File: config.mk
export PLATFORM = sky130hd
export DESIGN_NAME = xbus_arbiter
export DESIGN_NICKNAME = d
export VERILOG_FILES = /design/src/rtl/xbus_arbiter.sv
export SDC_FILE = /design/constraint.sdc
export NUM_CORES = 1
export LEC_CHECK = 0
export BUFFER_PORTS_ARGS = -buffer_cell sky130_fd_sc_hd__buf_2
export CAP_MARGIN = 20
export CORE_UTILIZATION = 53
export DETAILED_ROUTE_END_ITERATION = 7
export GPL_ROUTABILITY_DRIVEN = 0
export GPL_TIMING_DRIVEN = 0
export PLACE_DENSITY = 0.76
export SLEW_MARGIN = 20
export SYNTH_ARGS = -nofsm -noshare
export SYNTH_HDL_FRONTEND = slang
export SYNTH_SLANG_ARGS = --single-unit
File: constraint.sdc
create_clock -name clk -period 1.9 [get_ports clk]
set_input_delay 0.38 -clock clk [delete_from_list [all_inputs] [get_ports clk]]
set_output_delay 0.38 -clock clk [all_outputs]
set_load 0.03 [all_outputs]
File: src/rtl/xbus_arbiter.sv
// Registered round-robin bus arbiter: m1 (fetch) is the parked default owner,
// m0/m2/m3 share the bus round-robin with a bounded hold time under contention.
module xbus_arbiter #(
  parameter int MAX_HOLD = 8,
  parameter int CNT_W    = 4
) (
  input  logic       clk,
  input  logic       rst,
  input  logic [3:0] req_i,
  output logic [3:0] grant_o,
  output logic [1:0] owner_o,
  output logic       hold_o,
  output logic       switch_o
);

  typedef enum logic {IDLE, OWN} state_t;

  localparam logic [CNT_W-1:0] CNT_MAX = CNT_W'(MAX_HOLD - 1);

  state_t           r_state, w_state_next;
  logic [3:0]       r_grant, w_grant_next;
  logic [1:0]       r_owner, w_owner_next;
  logic [1:0]       r_rr_ptr, w_rr_ptr_next;
  logic [CNT_W-1:0] r_cnt, w_cnt_next;
  logic             r_switch, w_switch_next;

  logic [3:0]       w_others;
  logic [2:0]       w_cand;
  logic             w_found;
  logic [1:0]       w_pick;

  function automatic logic [1:0] succ(input logic [1:0] k);
    case (k)
      2'd0:    succ = 2'd2;
      2'd2:    succ = 2'd3;
      default: succ = 2'd0;
    endcase
  endfunction

  // Eligible requesters other than the current owner; positions 0/1/2 = m0/m2/m3.
  always_comb begin
    w_others = {req_i[3], req_i[2], 1'b0, req_i[0]};
    if (r_state == OWN) begin
      w_others[r_owner] = 1'b0;
    end
    w_cand  = {w_others[3], w_others[2], w_others[0]};
    w_found = |w_cand;
    w_pick  = 2'd1;
    case (r_rr_ptr)
      2'd2: begin
        if (w_cand[1])      w_pick = 2'd2;
        else if (w_cand[2]) w_pick = 2'd3;
        else if (w_cand[0]) w_pick = 2'd0;
      end
      2'd3: begin
        if (w_cand[2])      w_pick = 2'd3;
        else if (w_cand[0]) w_pick = 2'd0;
        else if (w_cand[1]) w_pick = 2'd2;
      end
      default: begin
        if (w_cand[0])      w_pick = 2'd0;
        else if (w_cand[1]) w_pick = 2'd2;
        else if (w_cand[2]) w_pick = 2'd3;
      end
    endcase
  end

  always_comb begin
    w_state_next  = r_state;
    w_owner_next  = r_owner;
    w_rr_ptr_next = r_rr_ptr;
    w_cnt_next    = r_cnt;
    w_switch_next = 1'b0;
    case (r_state)
      IDLE: begin
        if (w_found) begin
          w_state_next  = OWN;
          w_owner_next  = w_pick;
          w_rr_ptr_next = succ(w_pick);
          w_cnt_next    = '0;
          w_switch_next = 1'b1;
        end
      end
      default: begin
        if (!req_i[r_owner]) begin
          w_switch_next = 1'b1;
          w_cnt_next    = '0;
          if (w_found) begin
            w_owner_next  = w_pick;
            w_rr_ptr_next = succ(w_pick);
          end else begin
            w_state_next = IDLE;
            w_owner_next = 2'd1;
          end
        end else if (r_cnt == CNT_MAX && w_found) begin
          w_owner_next  = w_pick;
          w_rr_ptr_next = succ(w_pick);
          w_cnt_next    = '0;
          w_switch_next = 1'b1;
        end else if (r_cnt != CNT_MAX) begin
          w_cnt_next = r_cnt + 1'b1;
        end
      end
    endcase
    w_grant_next = 4'b0001 << w_owner_next;
  end

  always_ff @(posedge clk) begin
    if (rst) begin
      r_state  <= IDLE;
      r_grant  <= 4'b0010;
      r_owner  <= 2'd1;
      r_rr_ptr <= 2'd0;
      r_cnt    <= '0;
      r_switch <= 1'b0;
    end else begin
      r_state  <= w_state_next;
      r_grant  <= w_grant_next;
      r_owner  <= w_owner_next;
      r_rr_ptr <= w_rr_ptr_next;
      r_cnt    <= w_cnt_next;
      r_switch <= w_switch_next;
    end
  end

  assign grant_o  = r_grant;
  assign owner_o  = r_owner;
  assign switch_o = r_switch;
  assign hold_o   = (r_state == OWN) | req_i[0] | req_i[2] | req_i[3];

endmodule

==> results of run 1 <==
-- flip-flops by register name, indices dropped and copies added (netlist names) --
signal / cells
grant_o: 4
owner_o: 2
switch_o: 1
r_cnt: 4
r_state: 1
r_rr_ptr: 2
-- report_power, final --
part / switching (W) / total, W / internal (W)
Combinational: 0.000180 / 0.000292 / 0.000112
Sequential: 0.0000245 / 0.000352 / 0.000327
Clock: 0.0000923 / 0.000166 / 0.0000736
-- kinds of logic (layout without fill, tap and decap cells) --
kind of cell / count (synthesis) / count (layout) / synth area share
AND/OR/NAND/NOR: 28 / 28 / 0.208
multiplexers: 4 / 4 / 0.0630
flip-flops: 14 / 14 / 0.336
adder cells (fa/ha/maj): 1 / 1 / 0.0150
buffers and inverters: 8 / 22 / 0.0555
AO/OA/AOI/OAI: 30 / 30 / 0.301
XOR/XNOR: 2 / 2 / 0.0210
-- worst min-delay path: stages (launching register included) --
cell	delay (ns)
dfxtp_1	0.34
nand2_1	0.07
a21oi_1	0.05
-- routing by layer --
metal,up-vias,wire length (µm),track usage
met5,-,0,0
met4,0,27,0.0968
li1,369,-,-
met1,331,860,0.305
met3,4,59,0.0261
met2,18,788,0.300
-- metrics by stage --
step                instance area (µm²)  hold slack, ns
finish                              966           0.496
global route                        966           0.508
CTS                                 931           0.491
detailed placement                  908           0.478
global placement                    908           0.467
floorplan                           835           0.449
-- layout make-up --
class,count,share of cell area
Multi-Input combinational cell,65,0.560
Tap cell,15,0.0194
Buffer,4,0.0324
Clock buffer,3,0.0233
Inverter,4,0.0155
Timing Repair Buffer,11,0.0570
Sequential cell,14,0.293
-- cell usage in the layout (no fill, tap or decap), types with 4 or more instances in the layout --
| cell | n |
|---|---|
| buf_2 | 11 |
| a21oi_1 | 5 |
| nand2_1 | 4 |
| o21ai_0 | 5 |
| dfxtp_1 | 12 |
| nor2_1 | 4 |
-- final timing paths --
check             start  endpoint  slack, ns  depth (start not counted)
min            r_cnt[1]  r_cnt[1]       0.50                          2
max reg2reg  owner_o[0]  r_cnt[3]       0.12                          6
min reg2reg    r_cnt[1]  r_cnt[1]       0.50                          2
max          owner_o[0]  r_cnt[3]       0.12                          6
-- timing repair --
action	in CTS	in global routing
endpoints found under the hold margin	0	0
endpoints found under the setup margin	0	8
gates resized for setup	0	7
==> summary.txt, run 1 <==
GRT
  • Vias in the first global route: roughly 600
  • Largest net degree at the start of global routing: 11
  • First-pass GRT wire length: ~2800 µm
  • GRT overflow: 0
  • Total track usage: 0.207
  • Initial antenna violation count: 0

Logic synthesis
  • Top-count cell post-synth: dfxtp_1
  • Cell count after synthesis: between 80 and 90
  • Area leader, netlist: dfxtp_1
  • Synth unique cells: between 40 and 50
  • Post-synth EDFFs: 0
  • Post-synth top flop: dfxtp_1
  • Asr flop ratio synth: 0
  • Synth Cell Area: 835 µm²
  • Yosys top cell area share: 0.336
  • FF+latch count, synth: 14
  • Register area share after synthesis: 0.336
  • Syn nets: 94
  • Syn. warnings: 0
  • Syn_area_per_cell: around 9.6 µm²
  • Post-synth top cells: dfxtp_1, a21oi_1, o21ai_0
  • Synth area leaders: dfxtp_1, a21oi_1, mux2i_1

CTS
  • Setup bufs post-CTS: 0
  • CTS H-tree depth: 1
  • CTS tree: yes
  • CTS Root Cell: clkbuf_4
  • Clk slew on worst S/H paths: ~0.080 ns
  • Later-pin clock latency in the skew report: roughly 0.28 ns
  • Max Buffers Root-to-Sink: 2
  • # hold bufs at CTS: 0
  • CTS Buf Count: 3
  • Clock Sinks: 14

Setup path
  • Slowest CP cell: mux4_2
  • Crit Path Category: reg2reg
  • CP Capture Type: flop
  • Crit path DAT: slightly below 2 ns
  • Startpoint types: flop
  • Crit-path cells: buf_6 -> mux4_2 -> a21oi_2 -> o2111ai_1 -> xor2_1 -> nor3_2
  • Slowest stage delay, CP: about 0.53 ns
  • Cell family with most CP delay: multiplexers
  • WP data required: between 2 and 2.5 ns
  • WP buf/inv: 1
  • Crit Path Max Fanout: 10

STA
  • Tmin final: around 1.8 ns
  • Unrepaired setup endpoints after global routing: no
  • Worst Slack Setup Final: 0.121 ns
  • Slew @ Worst Pin: between 0.4 and 0.5 ns
  • Fin. max-slew vios: 0
  • Setup Skew: 0.000571 ns
  • Hold Vio Cnt, Final: 0
  • Setup TNS: 0 ns
  • Slew margin rel.: 0.694
  • Final Cycle Share: 0.936
  • Setup violations, final: 0
  • Max Freq: 562 MHz

Layout
  • Area growth syn-to-layout: 15.7%
  • Ant. Diodes: 0
  • Final #Nets: 110
  • Fillers: roughly 120
  • Final Non-Filler Cells: about 120
  • Footprint of the multi-input gates: 541 µm²
  • Util after Layout: 0.699
  • Share of cells above drive strength 1: 0.327
  • Storage element area: 283 µm²

Route
  • Final WL: roughly 1700 µm
  • Drt drc: 0
  • Vias: 722
  • DR iter-0 viols: 12
  • Post-DR vias/cell: 6.22
  • Wire length per cell: around 15 µm
  • Final ANT Viol Nets: 0
  • Pre-Repair DR Iteration Count: 4

Die
  • Die H: between 40 and 50 µm
  • Core area: ~0.0014 mm²
  • I/O pins: 14
  • Site Rows: 13
  • Die area: between 0.0015 and 0.002 mm²
  • Die width: ~42 µm
  • Initial Util: 0.604

Place
  • Number of port buffers: 11
  • Post-DP HPWL: roughly 1200 µm
  • Inst Count DP: 113
  • Setup Slack @ Placement: 0.0530 ns

Power and ir drop
  • Max VDD drop: between 500 and 600 µV
  • Leakage power: about 0.39 nW
  • Pwr/cell area: roughly 840 mW/mm²
  • Total Power: 0.000810 W

Status
  • Status: finished clean

Flow run
  • Max Cap Viol: 0

Min path
  • Hold Path Class: reg2reg
No activity file was read; power rests on OpenSTA's default activity.
==> run 2, diff against run 1 <==
--- a/config.mk
+++ b/config.mk
@@ -5,13 +5,15 @@
 export SDC_FILE = /design/constraint.sdc
 export NUM_CORES = 1
 export LEC_CHECK = 0
+export ABC_AREA = 1
+export ABC_CLOCK_PERIOD_IN_PS = 1900
 export BUFFER_PORTS_ARGS = -buffer_cell sky130_fd_sc_hd__buf_2
 export CAP_MARGIN = 20
-export CORE_UTILIZATION = 53
+export CORE_UTILIZATION = 52
 export DETAILED_ROUTE_END_ITERATION = 7
 export GPL_ROUTABILITY_DRIVEN = 0
 export GPL_TIMING_DRIVEN = 0
-export PLACE_DENSITY = 0.76
+export PLACE_DENSITY = 0.75
 export SLEW_MARGIN = 20
 export SYNTH_ARGS = -nofsm -noshare
 export SYNTH_HDL_FRONTEND = slang
==> run 2 against run 1 <==
Combinational power fell by 7.2%. Flip-flop and latch count unchanged. Critical path depth grew 1. Non-clock buffer count down 1. Critical endpoint is now hold_o. Die area is 6.3% lower. Cell area shrank 6.7%. Total power is 3.9% higher.
==> summary.txt, run 2 <==
Setup path
  • Crit path from: owner_o[0]
  • Crit Path Max Fanout: 6
  • CP Capture Type: output pin
  • R2R setup slack: around 0.31 ns
  • Crit Path Category: reg2out
  • Crit path DAT: roughly 1.5 ns
  • Worst Reg-to-Reg Cells: 10
  • R2r endpoint: r_cnt[2]
  • Worst r2r src: owner_o[0]
  • WP data required: around 1.5 ns
  • Startpoint types: flop

STA
  • Setup violations, final: 0
  • Final Cycle Share: 0.963
  • Fin. max-slew vios: 0
  • Slew margin rel.: 0.754
  • Slew @ Worst Pin: around 0.37 ns
  • Max Freq: roughly 550 MHz
  • Worst Slack Setup Final: around 0.071 ns
  • Setup TNS: 0 ns
  • Unrepaired setup endpoints after global routing: no
  • Tmin final: between 1.5 and 2 ns
  • Hold Vio Cnt, Final: 0
  • Setup Skew: approximately 0.0080 ns

GRT
  • Initial antenna violation count: 0
  • Total track usage: 0.221
  • Vias in the first global route: 613
  • Largest net degree at the start of global routing: 9
  • GRT overflow: 0
  • First-pass GRT wire length: about 2300 µm

Min path
  • Worst Hold Endpoint: r_state
  • Hold depth: 2
  • Worst hold start: rst
  • Hold Path Class: in2reg

Logic synthesis
  • Synth area leaders: dfxtp_1, nand2_1, inv_1
  • Synth Cell Area: between 700 and 800 µm²
  • Syn nets: about 130
  • Post-Synth Simple-Gate Area: 0.435
  • Syn. warnings: 0
  • Post-synth top flop: dfxtp_1
  • Synth unique cells: 17
  • Top-count cell post-synth: nand2_1
  • FF+latch count, synth: 14
  • Area leader, netlist: dfxtp_1
  • Yosys top cell area share: 0.367
  • Post-synthesis mux area share: 0
  • Post-Synth XOR/XNOR Area: 0
  • Asr flop ratio synth: 0
  • Cell count after synthesis: approximately 120
  • Largest family of logic cells by synthesized area: simple AND/OR/NAND/NOR gates
  • Post-synth top cells: nand2_1, inv_1, dfxtp_1
  • Register area share after synthesis: 0.367
  • Syn_area_per_cell: 6.48 µm²
  • Complex-gate fraction of the synthesized area: 0.0835
  • Adder-cell share of the synthesized area: 0.0164
  • Post-synth EDFFs: 0

Layout
  • Ant. Diodes: 0
  • Final Non-Filler Cells: between 150 and 200
  • Share of cells above drive strength 1: 0.265
  • Final #Nets: approximately 140
  • Storage element area: between 200 and 300 µm²
  • Area growth syn-to-layout: 17.8%
  • Commonest non-fill, non-tap cell in the layout: nand2_1
  • Most frequent cells in the layout: nand2_1, inv_1, buf_2
  • Footprint of the multi-input gates: around 410 µm²
  • Fillers: around 130

Route
  • Drt drc: 0
  • Final WL: 1520 µm
  • Pre-Repair DR Iteration Count: 4
  • Post-DR vias/cell: ~5.0
  • DR iter-0 viols: 19
  • Final ANT Viol Nets: 0
  • Wire length per cell: ~10 µm
  • Vias: ~760

Power and ir drop
  • Int Pwr: around 0.00053 W
  • Max VDD drop: between 500 and 600 µV
  • Pwr/cell area: 934 mW/mm²
  • Psw: 0.000307 W
  • Clock Power Share: 0.250
  • Leakage power: approximately 0.48 nW
  • Sw frac: 0.365
  • Total Power: between 0.0008 and 0.0009 W
  • Gate power share: 0.322
  • Share of power burned in registers: 0.429

Die
  • I/O pins: 14
  • Initial Util: 0.573
  • Core area: ~0.0013 mm²
  • Die width: roughly 40 µm
  • Die area: around 0.0016 mm²
  • Site Rows: 13
  • Die H: 40.3 µm

CTS
  • Max Buffers Root-to-Sink: 2
  • Clk slew on worst S/H paths: around 0.080 ns
  • Clock Sinks: 14
  • Later-pin clock latency in the skew report: 0.28 ns
  • CTS H-tree depth: 1
  • CTS Root Cell: clkbuf_4
  • CTS Buf Count: 3
  • # hold bufs at CTS: 0
  • CTS tree: yes

Place
  • Post-DP HPWL: 1240 µm
  • Inst Count DP: around 150
  • Setup Slack @ Placement: ~0.25 ns
  • Number of port buffers: 13

Flow run
  • Max Cap Viol: 0

Status
  • Status: finished clean
## run 2: cell families (layout without fill, tap and decap cells)
kind of cell             Yosys count  in the layout
AO/OA/AOI/OAI                     11             11
adder cells (fa/ha/maj)            1              1
flip-flops                        14             14
buffers and inverters             20             38
AND/OR/NAND/NOR                   72             72
## run 2: worst max path at each step
| stage | endpoint | cells past startpoint | slack [ns] |
|---|---|---|---|
| 3_3_place_gp | r_cnt[2] | 10 | 0.32 |
| 2_1_floorplan | r_cnt[0] | 9 | 0.23 |
| 4_1_cts | hold_o | 6 | 0.005 |
| 3_5_place_dp | r_cnt[2] | 10 | 0.25 |
| 6_report | hold_o | 7 | 0.07 |
| 5_1_grt | hold_o | 7 | 0.006 |
## run 2: area by class of cell
class,count,share of cell area
inverter,20,0.0833
multi-input combinational,84,0.460
tap,15,0.0208
clock buffer,4,0.0403
timing repair buffer,14,0.0806
sequential,14,0.315
## run 2: what timing repair did
item                       CTS  global route
buffers inserted             0             1
gates resized for setup      0             4
setup endpoints to repair    0             1
## run 2: critical path: stages, from the launching register on
cell and delay, ns:
dfxtp_2 0.36, inv_2 0.09, nand3_1 0.12, nand2_2 0.14, nand3_4 0.11, nor2_4 0.11, inv_2 0.06, buf_2 0.17
## run 2: metrics by stage
stage	hold slack, ns	utilization	cell area [µm²]
2_1_floorplan	0.449	-	764
3_3_place_gp	0.479	0.636	848
3_5_place_dp	0.489	0.636	848
4_1_cts	0.300	0.663	885
5_1_grt	0.298	0.675	901
6_report	0.310	0.675	901
## run 2: power groups by stage
stage	clock network [W]	logic (W)	registers, W
final	0.000210	0.000271	0.000361
after global routing	0.000225	0.000301	0.000365
after CTS	0.000213	0.000268	0.000358
after detailed placement	0	0.000266	0.000365
after global placement	0	0.000259	0.000362
after floorplan	0	0.000156	0.000408
## run 2: routing by layer
metal / up-vias / GRT usage / wire, µm / share of wire
met5: - / 0 / 0 / 0
met4: 0 / 0.125 / 35 / 0.023
met3: 5 / 0.0500 / 66 / 0.043
met2: 15 / 0.373 / 740 / 0.49
met1: 338 / 0.253 / 680 / 0.45
li1: 401 / - / - / -
